==> src/rtl/fetch_stage_if.sv <==
// Fetch-stage bus bundle: instruction-memory handshake, decode-side stall and
// resume signals, and execute-side redirect.
interface fetch_stage_if;
    logic        imem_req;
    logic [31:0] imem_addr;
    logic        imem_ack;
    logic [31:0] imem_rdata;
    logic        branch_stall;
    logic        dmem_stall;
    logic        redirect_valid;
    logic [31:0] redirect_pc;
    logic [31:0] inst_f;
    logic [31:0] pc_f;
    logic        inst_valid_f;
    logic        branch_resume;

    // Fetch stage side
    modport master (
        output imem_req, imem_addr, inst_f, pc_f, inst_valid_f, branch_resume,
        input  imem_ack, imem_rdata, branch_stall, dmem_stall, redirect_valid, redirect_pc
    );

    // Memory / decode / execute side
    modport slave (
        input  imem_req, imem_addr, inst_f, pc_f, inst_valid_f, branch_resume,
        output imem_ack, imem_rdata, branch_stall, dmem_stall, redirect_valid, redirect_pc
    );
endinterface

==> src/rtl/fetch_stage.sv <==
// Instruction-fetch stage: owns the PC, issues req/ack fetches to instruction
// memory, holds one word across decode stalls, and applies execute redirects
// (draining a response that was already in flight when the redirect hit).
module fetch_stage #(
    parameter logic [31:0] RESET_PC = 32'hBFC0_0000,
    parameter logic [31:0] NOP_INST = 32'h0000_0000
) (
    input  logic          clk,
    input  logic          rst,
    fetch_stage_if.master bus
);
    typedef enum logic [0:0] {
        ST_RUN   = 1'b0,
        ST_DRAIN = 1'b1
    } state_t;

    state_t      state_r, state_nx_s;
    logic [31:0] pc_r, pc_nx_s;
    logic        pending_r, pending_nx_s;
    logic [31:0] req_addr_r, req_addr_nx_s;
    logic        hold_valid_r, hold_valid_nx_s;
    logic [31:0] hold_inst_r, hold_inst_nx_s;
    logic [31:0] hold_pc_r, hold_pc_nx_s;
    logic [31:0] inst_f_r, inst_f_nx_s;
    logic [31:0] pc_f_r, pc_f_nx_s;
    logic        inst_valid_r, inst_valid_nx_s;
    logic        resume_r, resume_nx_s;

    logic        stall_any_s;
    logic        req_s;
    logic        ack_s;
    logic [31:0] addr_s;
    logic [31:0] redirect_tgt_s;

    // Request/address generation: a started request is never withdrawn, and a
    // new one only starts while running with an empty hold and no stall.
    always_comb begin
        stall_any_s    = bus.branch_stall | bus.dmem_stall;
        req_s          = pending_r | ((state_r == ST_RUN) & ~hold_valid_r & ~stall_any_s & ~rst);
        addr_s         = pending_r ? req_addr_r : pc_r;
        ack_s          = req_s & bus.imem_ack;
        redirect_tgt_s = bus.redirect_pc & 32'hFFFF_FFFC;
    end

    assign bus.imem_req      = req_s;
    assign bus.imem_addr     = addr_s;
    assign bus.inst_f        = inst_f_r;
    assign bus.pc_f          = pc_f_r;
    assign bus.inst_valid_f  = inst_valid_r;
    assign bus.branch_resume = resume_r;

    // Next-state and next-output logic; a bubble is the default every cycle.
    always_comb begin
        state_nx_s      = state_r;
        pc_nx_s         = pc_r;
        hold_valid_nx_s = hold_valid_r;
        hold_inst_nx_s  = hold_inst_r;
        hold_pc_nx_s    = hold_pc_r;
        inst_f_nx_s     = NOP_INST;
        pc_f_nx_s       = pc_f_r;
        inst_valid_nx_s = 1'b0;
        resume_nx_s     = 1'b0;
        req_addr_nx_s   = req_addr_r;
        pending_nx_s    = pending_r;

        // Latch the address on the first cycle of a request.
        if (req_s && !pending_r) begin
            req_addr_nx_s = pc_r;
        end else begin
            req_addr_nx_s = req_addr_r;
        end

        if (req_s && !bus.imem_ack) begin
            pending_nx_s = 1'b1;
        end else if (ack_s) begin
            pending_nx_s = 1'b0;
        end else begin
            pending_nx_s = pending_r;
        end

        case (state_r)
            ST_RUN: begin
                if (bus.redirect_valid) begin
                    // Redirect wins over ack, stall and hold; an ack in the
                    // same cycle is simply dropped.
                    pc_nx_s         = redirect_tgt_s;
                    hold_valid_nx_s = 1'b0;
                    resume_nx_s     = 1'b1;
                    if (req_s && !bus.imem_ack) begin
                        state_nx_s = ST_DRAIN;
                    end else begin
                        state_nx_s = ST_RUN;
                    end
                end else if (ack_s) begin
                    pc_nx_s = addr_s + 32'd4;
                    if (stall_any_s) begin
                        hold_valid_nx_s = 1'b1;
                        hold_inst_nx_s  = bus.imem_rdata;
                        hold_pc_nx_s    = addr_s;
                    end else begin
                        inst_f_nx_s     = bus.imem_rdata;
                        pc_f_nx_s       = addr_s;
                        inst_valid_nx_s = 1'b1;
                    end
                end else if (hold_valid_r && !stall_any_s) begin
                    inst_f_nx_s     = hold_inst_r;
                    pc_f_nx_s       = hold_pc_r;
                    inst_valid_nx_s = 1'b1;
                    hold_valid_nx_s = 1'b0;
                end else begin
                    state_nx_s = ST_RUN;
                end
            end
            ST_DRAIN: begin
                // The outstanding response belongs to the old path and is
                // discarded; a further redirect just retargets the PC.
                if (bus.redirect_valid) begin
                    pc_nx_s     = redirect_tgt_s;
                    resume_nx_s = 1'b1;
                end else begin
                    pc_nx_s = pc_r;
                end
                if (ack_s) begin
                    state_nx_s = ST_RUN;
                end else begin
                    state_nx_s = ST_DRAIN;
                end
            end
            default: begin
                state_nx_s = ST_RUN;
            end
        endcase
    end

    // State and output registers with synchronous reset.
    always_ff @(posedge clk) begin
        if (rst) begin
            state_r      <= ST_RUN;
            pc_r         <= RESET_PC;
            pending_r    <= 1'b0;
            req_addr_r   <= RESET_PC;
            hold_valid_r <= 1'b0;
            hold_inst_r  <= NOP_INST;
            hold_pc_r    <= 32'h0000_0000;
            inst_f_r     <= NOP_INST;
            pc_f_r       <= 32'h0000_0000;
            inst_valid_r <= 1'b0;
            resume_r     <= 1'b0;
        end else begin
            state_r      <= state_nx_s;
            pc_r         <= pc_nx_s;
            pending_r    <= pending_nx_s;
            req_addr_r   <= req_addr_nx_s;
            hold_valid_r <= hold_valid_nx_s;
            hold_inst_r  <= hold_inst_nx_s;
            hold_pc_r    <= hold_pc_nx_s;
            inst_f_r     <= inst_f_nx_s;
            pc_f_r       <= pc_f_nx_s;
            inst_valid_r <= inst_valid_nx_s;
            resume_r     <= resume_nx_s;
        end
    end
endmodule
==> src/flat_wrapper.sv <==
// flat-port wrapper written by rule: the top's interface ports become plain ports
module fetch_stage_flat 
#(
    parameter logic [31:0] RESET_PC = 32'hBFC0_0000,
    parameter logic [31:0] NOP_INST = 32'h0000_0000
)
  (clk, rst, bus_imem_req, bus_imem_addr, bus_inst_f, bus_pc_f, bus_inst_valid_f, bus_branch_resume, bus_imem_ack, bus_imem_rdata, bus_branch_stall, bus_dmem_stall, bus_redirect_valid, bus_redirect_pc);
  fetch_stage_if bus_i ();
  input  logic clk;
  input  logic rst;
  output wire logic [$bits(bus_i.imem_req)-1:0] bus_imem_req;
  output wire logic [$bits(bus_i.imem_addr)-1:0] bus_imem_addr;
  output wire logic [$bits(bus_i.inst_f)-1:0] bus_inst_f;
  output wire logic [$bits(bus_i.pc_f)-1:0] bus_pc_f;
  output wire logic [$bits(bus_i.inst_valid_f)-1:0] bus_inst_valid_f;
  output wire logic [$bits(bus_i.branch_resume)-1:0] bus_branch_resume;
  input wire logic [$bits(bus_i.imem_ack)-1:0] bus_imem_ack;
  input wire logic [$bits(bus_i.imem_rdata)-1:0] bus_imem_rdata;
  input wire logic [$bits(bus_i.branch_stall)-1:0] bus_branch_stall;
  input wire logic [$bits(bus_i.dmem_stall)-1:0] bus_dmem_stall;
  input wire logic [$bits(bus_i.redirect_valid)-1:0] bus_redirect_valid;
  input wire logic [$bits(bus_i.redirect_pc)-1:0] bus_redirect_pc;
  assign bus_imem_req = bus_i.imem_req;
  assign bus_imem_addr = bus_i.imem_addr;
  assign bus_inst_f = bus_i.inst_f;
  assign bus_pc_f = bus_i.pc_f;
  assign bus_inst_valid_f = bus_i.inst_valid_f;
  assign bus_branch_resume = bus_i.branch_resume;
  assign bus_i.imem_ack = bus_imem_ack;
  assign bus_i.imem_rdata = bus_imem_rdata;
  assign bus_i.branch_stall = bus_branch_stall;
  assign bus_i.dmem_stall = bus_dmem_stall;
  assign bus_i.redirect_valid = bus_redirect_valid;
  assign bus_i.redirect_pc = bus_redirect_pc;
  fetch_stage #(.RESET_PC(RESET_PC), .NOP_INST(NOP_INST)) u_core (.clk(clk), .rst(rst), .bus(bus_i));
endmodule
==> config.mk <==
export PLATFORM = sky130hd
export DESIGN_NAME = fetch_stage_flat
export DESIGN_NICKNAME = d
export VERILOG_FILES = /design/src/rtl/fetch_stage_if.sv /design/src/rtl/fetch_stage.sv /design/src/flat_wrapper.sv
export SDC_FILE = /design/constraint.sdc
export NUM_CORES = 1
export LEC_CHECK = 0
export BUFFER_PORTS_ARGS = -buffer_cell sky130_fd_sc_hd__buf_4
export CAP_MARGIN = 20
export CORE_AREA = 2 2 131 133
export CTS_CLUSTER_DIAMETER = 120
export DETAILED_ROUTE_END_ITERATION = 8
export DIE_AREA = 0 0 133 135
export PLACE_DENSITY_LB_ADDON = 0.05
export SLEW_MARGIN = 20
export SYNTH_ARGS = -nofsm -noshare
export SYNTH_HDL_FRONTEND = slang
export SYNTH_SLANG_ARGS = --single-unit
==> constraint.sdc <==
create_clock -name clk -period 5.95 [get_ports clk]
set_clock_uncertainty 0.05 [all_clocks]
set_input_delay 0.8925 -clock clk [delete_from_list [all_inputs] [get_ports clk]]
set_output_delay 0.8925 -clock clk [all_outputs]
set_load 0.05 [all_outputs]
# --- After elaboration in Yosys (flattened, before gate mapping) ---
# Cells that the tools add are included.
totals:
  register_bits: 197
  latchBits: 0
  ram_bits: 0
  mem_bits_ro: 0
  output_inout_bits: 99
  word_cells: 66
  memories: 0
op_classes:
  add_sub_neg: 1
  multipliers: 0
  div: 0
  order_cmp: 0
  n_eq_ne: 4
  n_shift: 0
  n_mux: 25
  bitwise: 11
  n_reduce_logical: 14
ops:
  columns: ["operator", "n"]
  rows:
  - ["32-bit two-way mux", 10]
  - ["32-bit one-hot mux with 2 select lines", 1]
  - ["32-bit by 3-bit adder with 32-bit output, second input constant", 1]
  - ["1-bit two-way mux", 13]
  - ["4-bit AND reduction", 2]
  - ["3-bit by 2-bit inequality test with 1-bit output, second input constant", 2]
  - ["1-bit inverter", 5]
  - ["1-bit AND", 4]
  - ["2-bit inequality test, second input constant", 2]
  - ["2-bit nonzero test", 2]
  - ["1-bit logical AND", 3]
  - ["1-bit logical NOT", 3]
  - ["3-bit AND reduction", 1]
  - ["3-bit nonzero test", 1]
  - ["3-bit OR reduction", 1]
  - ["1-bit bitwise OR", 2]
  - ["1-bit one-hot mux with 2 select lines", 1]
  - ["2-bit AND reduction", 1]

# --- Depth between registers and ports, before layout ---
logic_depth:
  ltp_word: 9
  depth_mapped: 12
  mapped_depth_nobuf: 8

# --- Worst setup path after synthesis ---
# No wires, ideal clock.
synth_path:
  path_kind: "input port to flip-flop"
  from: "input rst"
  to: "register u_core.pc_f_r[11] (netlist: u_core.bus.pc_f[11])"
  setup_ns: 0.070
  arrival_ns: 2.701
  required_time_ns: 5.830
  slack_ns: 3.128
  cell_stages: 8
  n_path_buf: 2
  cell_sequence: "clkbuf_1 nor3_1 a21o_1 and2_1 o211ai_2 buf_2 or3_1 a21oi_1"
synth_between:
  elab_chain_cells: 6
  elab_cells_between_ends: 8
synth_lines:
  columns: ["item", "line_no", "source"]
  rows:
  - ["start, declared", "flat_wrapper.sv:10", "input logic rst;"]
  - ["1-bit inverter *", "fetch_stage.sv:39", "req_s = pending_r | ((state_r == ST_RUN) & ~hold_valid_r & ~stall_any_s & ~rst);"]
  - ["1-bit AND *", "fetch_stage.sv:39", null]
  - ["1-bit bitwise OR *", "fetch_stage.sv:39", null]
  - ["net bus_imem_req", "flat_wrapper.sv:11", "output wire logic [$bits(bus_i.imem_req)-1:0] bus_imem_req;"]
  - ["1-bit AND *", "fetch_stage.sv:41", "ack_s = req_s & bus.imem_ack;"]
  - ["2-bit inequality test (no source line) or 2-bit nonzero test (tied branches)", null, null]
  - ["4-bit AND reduction (no source line)", null, null]
  - ["end signal, assigned", "fetch_stage.sv:158", "pc_f_r <= pc_f_nx_s;"]
  - ["end, declared", "fetch_stage.sv:25", "logic [31:0] pc_f_r, pc_f_nx_s;"]
# The timed path passes the listed nets; every way through them passes the cells marked *.
# A chain may end at the register's enable or synchronous reset.

# --- Final worst setup path ---
layout_path:
  from: "input rst"
  to: "register u_core.hold_pc_r[7]"
layout_between:
  elab_chain_cells: 5
layout_lines:
  columns: ["item", "line_no", "source"]
  rows:
  - ["1-bit inverter", "fetch_stage.sv:39", null]
  - ["1-bit AND", "fetch_stage.sv:39", null]
  - ["1-bit bitwise OR", "fetch_stage.sv:39", null]
  - ["1-bit AND", "fetch_stage.sv:41", null]
  - ["4-bit AND reduction (no source line)", null, null]
  - ["end signal, assigned", "fetch_stage.sv:156", "hold_pc_r <= hold_pc_nx_s;"]
  - ["end, declared", "fetch_stage.sv:23", "logic [31:0] hold_pc_r, hold_pc_nx_s;"]
# Parallel ways exist; a longest one is shown, timed or not.

==> out/qor.yml <==
outcome:
  status: "finished clean"
finish:
  final_nets: 1226
  n_antenna_cell: 0
  fillers: 1471
  area_delta_synth_final_pct: 23.18
  drive_gt1_share_pct: 20.63
sta:
  post-route-min-period_ps: 3629
  max_freq_mhz: 275.6
  fin_setup_tns_ps: 0
  hold_viol_final: 0
  tightest_slew_ps: 962.7
  slew-limit-headroom_pct: 35.75
  finalMaxSlewViolations: 0
  whs_ps: 400.8
  rsz0062_at_grt: "no"
  fin_crit_sh_pct: 60.99
  setup_violations: 0
synthesis:
  async_flop_share_pct: 0
  syn_inst: 1035
  syn-num-nets: 1106
  synth_top_cell_area_share_pct: 46.65
  yosysUniqueCellTypes: 59
  yosysSeqAreaShare_pct: 46.65
  syn_area_per_cell_um2: 8.168
  synth_edf_count: 0
  synthesis.area_mm2: 0.008454
  synthTopCellsByArea: "dfxtp_1 (47%), nand2_1 (9.3%), a21oi_1 (6.0%)"
  yosysWarnings: 0
  synth_top_area_cell: "dfxtp_1"
  synth_ff_type: "dfxtp_1"
  ys_ff_latch: 197
  synth.most_common_cell: "nand2_1"
  synth_common_cells: "nand2_1 (209), dfxtp_1 (197), nor2_1 (118)"
clock_tree:
  cts.htree.levels: 4
  worstSkewPairLatency_ps: 430
  cts-root-buf: "clkbuf_16"
  tritoncts: "done"
  cts_sinks: 197
  clk_pin_slew_ps: 70
  hold_buffers: 0
  cts_buffer_depth: 2
  cts_resized: 0
  cts_buffers: 17
  post_cts_buffers: 0
route:
  viasPerCell: 5.506
  drtPass1Iterations: 5
  ant_nets: 0
  dr_total_vias: 7643
  wl_mm: 22.57
  wire_per_inst_um: 16.26
  detailedRoute.firstIterationViolations: 583
  drc_errors: 0
floorplanning:
  core-area_mm2: 0.01641
  die_w_um: 133
  die_height_um: 135
  start_util_pct: 51.53
  pin_count: 169
  rows: 47
  die_area_mm2: 0.01796
global_routing:
  grt_pass1_wl_mm: 35.65
  antenna_found_initial: 0
  grt_usage_pct: 24.93
  grt_remaining_overflow: 0
  grt_start_max_net_pins: 75
  grt_pass1_vias: 6933
placement:
  gp_congestion: 0.8621
  hpwl_mm: 14.65
  port-buffer-count: 166
job:
  cap_viol_max_count: 0
critical_path:
  critPathArrivalTime_ps: 3930
  critPathCaptureType: "flop"
  critPathRequiredTime_ps: 6250
  start_kind: "primary input"
  crit_fanout: 74
  critPathKind: "primary input to flop"
power_and_ir_drop:
  peakVddDrop_uv: 220.1
  leakage_nw: 4.051
  cellPowerDensity_mw_per_mm2: 286.6
min_path:
  min_path_type: "flop to flop"
## cell type report
type,count,area [um^2],share of cell area (%)
multi-input cells,729,4073,39.11
flip-flops and latches,197,3945,37.88
repair buffers,181,1399,13.43
clock buffers,19,452.9,4.349
well taps,220,275.3,2.643
clock inverters,13,160.2,1.538
inverters,29,108.9,1.045
## flip-flops by register name, summed over array words and instances (netlist names)
signal	count
u_core.bus.branch_resume	1
u_core.bus.inst_f	32
u_core.bus.inst_valid_f	1
u_core.bus.pc_f	32
u_core.hold_inst_r	32
u_core.hold_pc_r	32
u_core.hold_valid_r	1
u_core.pc_r	32
u_core.pending_r	1
u_core.req_addr_r	32
u_core.state_r	1
## where the power goes
group          switching (mW)  internal (mW)  total [mW]
sequential             0.0376           1.37        1.41
combinational           0.249          0.133       0.382
clock                   0.539          0.658        1.20
total                   0.825           2.16        2.98
## layout by cell type (no fill, tap or decap), drive strengths merged, types with 5 or more instances in the layout
cell	n
nor3	19
a221oi	10
nor2	120
dfxtp	197
a22oi	39
buf	181
xnor2	20
inv	36
mux2	9
a211oi	29
o21ai	22
nand4b	5
mux2i	18
or3	11
nand3b	6
o22ai	8
nand4	9
o211ai	25
clkbuf	19
nand3	20
nand2	210
a21oi	101
## through the flow
step / instances / util [%] / setup WS [ps] / instance area [um^2] / total power, mW
after global routing: 1388 / 63.47 / 2084 / 10410 / 3.087
final: 1388 / 63.47 / 2321 / 10410 / 2.984
after detailed placement: 1354 / 59.40 / 1877 / 9746 / 1.813
after CTS: 1386 / 63.14 / 2306 / 10360 / 2.995
after global placement: 1354 / 59.40 / 1896 / 9746 / 1.809
after floorplan: 1035 / - / 3128 / 8454 / 1.685
## final timing paths
path                        from                   to  slack [ps]  cells after the start
max reg2reg       u_core.state_r  u_core.hold_pc_r[7]        2720                      7
max                          rst  u_core.hold_pc_r[7]        2320                      8
min reg2reg  u_core.bus.pc_f[12]  u_core.bus.pc_f[12]         400                      2
min          u_core.bus.pc_f[12]  u_core.bus.pc_f[12]         400                      2
## cell families after synthesis
group,after synthesis,share of synthesized area (%)
AND/OR/NAND/NOR,416,21.37
AO/OA/AOI/OAI,261,20.35
adder cells (fa/ha/maj),1,0.1480
XOR/XNOR,24,2.486
multiplexers,27,3.330
flip-flops,197,46.65
buffers and inverters,109,5.668
## layer usage
layer | track usage (%) | vias up | part of all wire [%]
met5 | 0 | - | 0
met2 | 40.44 | 214 | 48
met4 | 7.706 | 0 | 1.5
li1 | - | 3827 | -
met1 | 33.81 | 3576 | 46
met3 | 4.805 | 26 | 5.1
## critical path: stages
cell and delay (ps):
buf_4 330, or3_1 510, o211ai_4 710, nand2_4 270, nor2_4 400, buf_4 470, nor2_1 80, a211oi_1 210
Power figures use the tool's default switching activity.
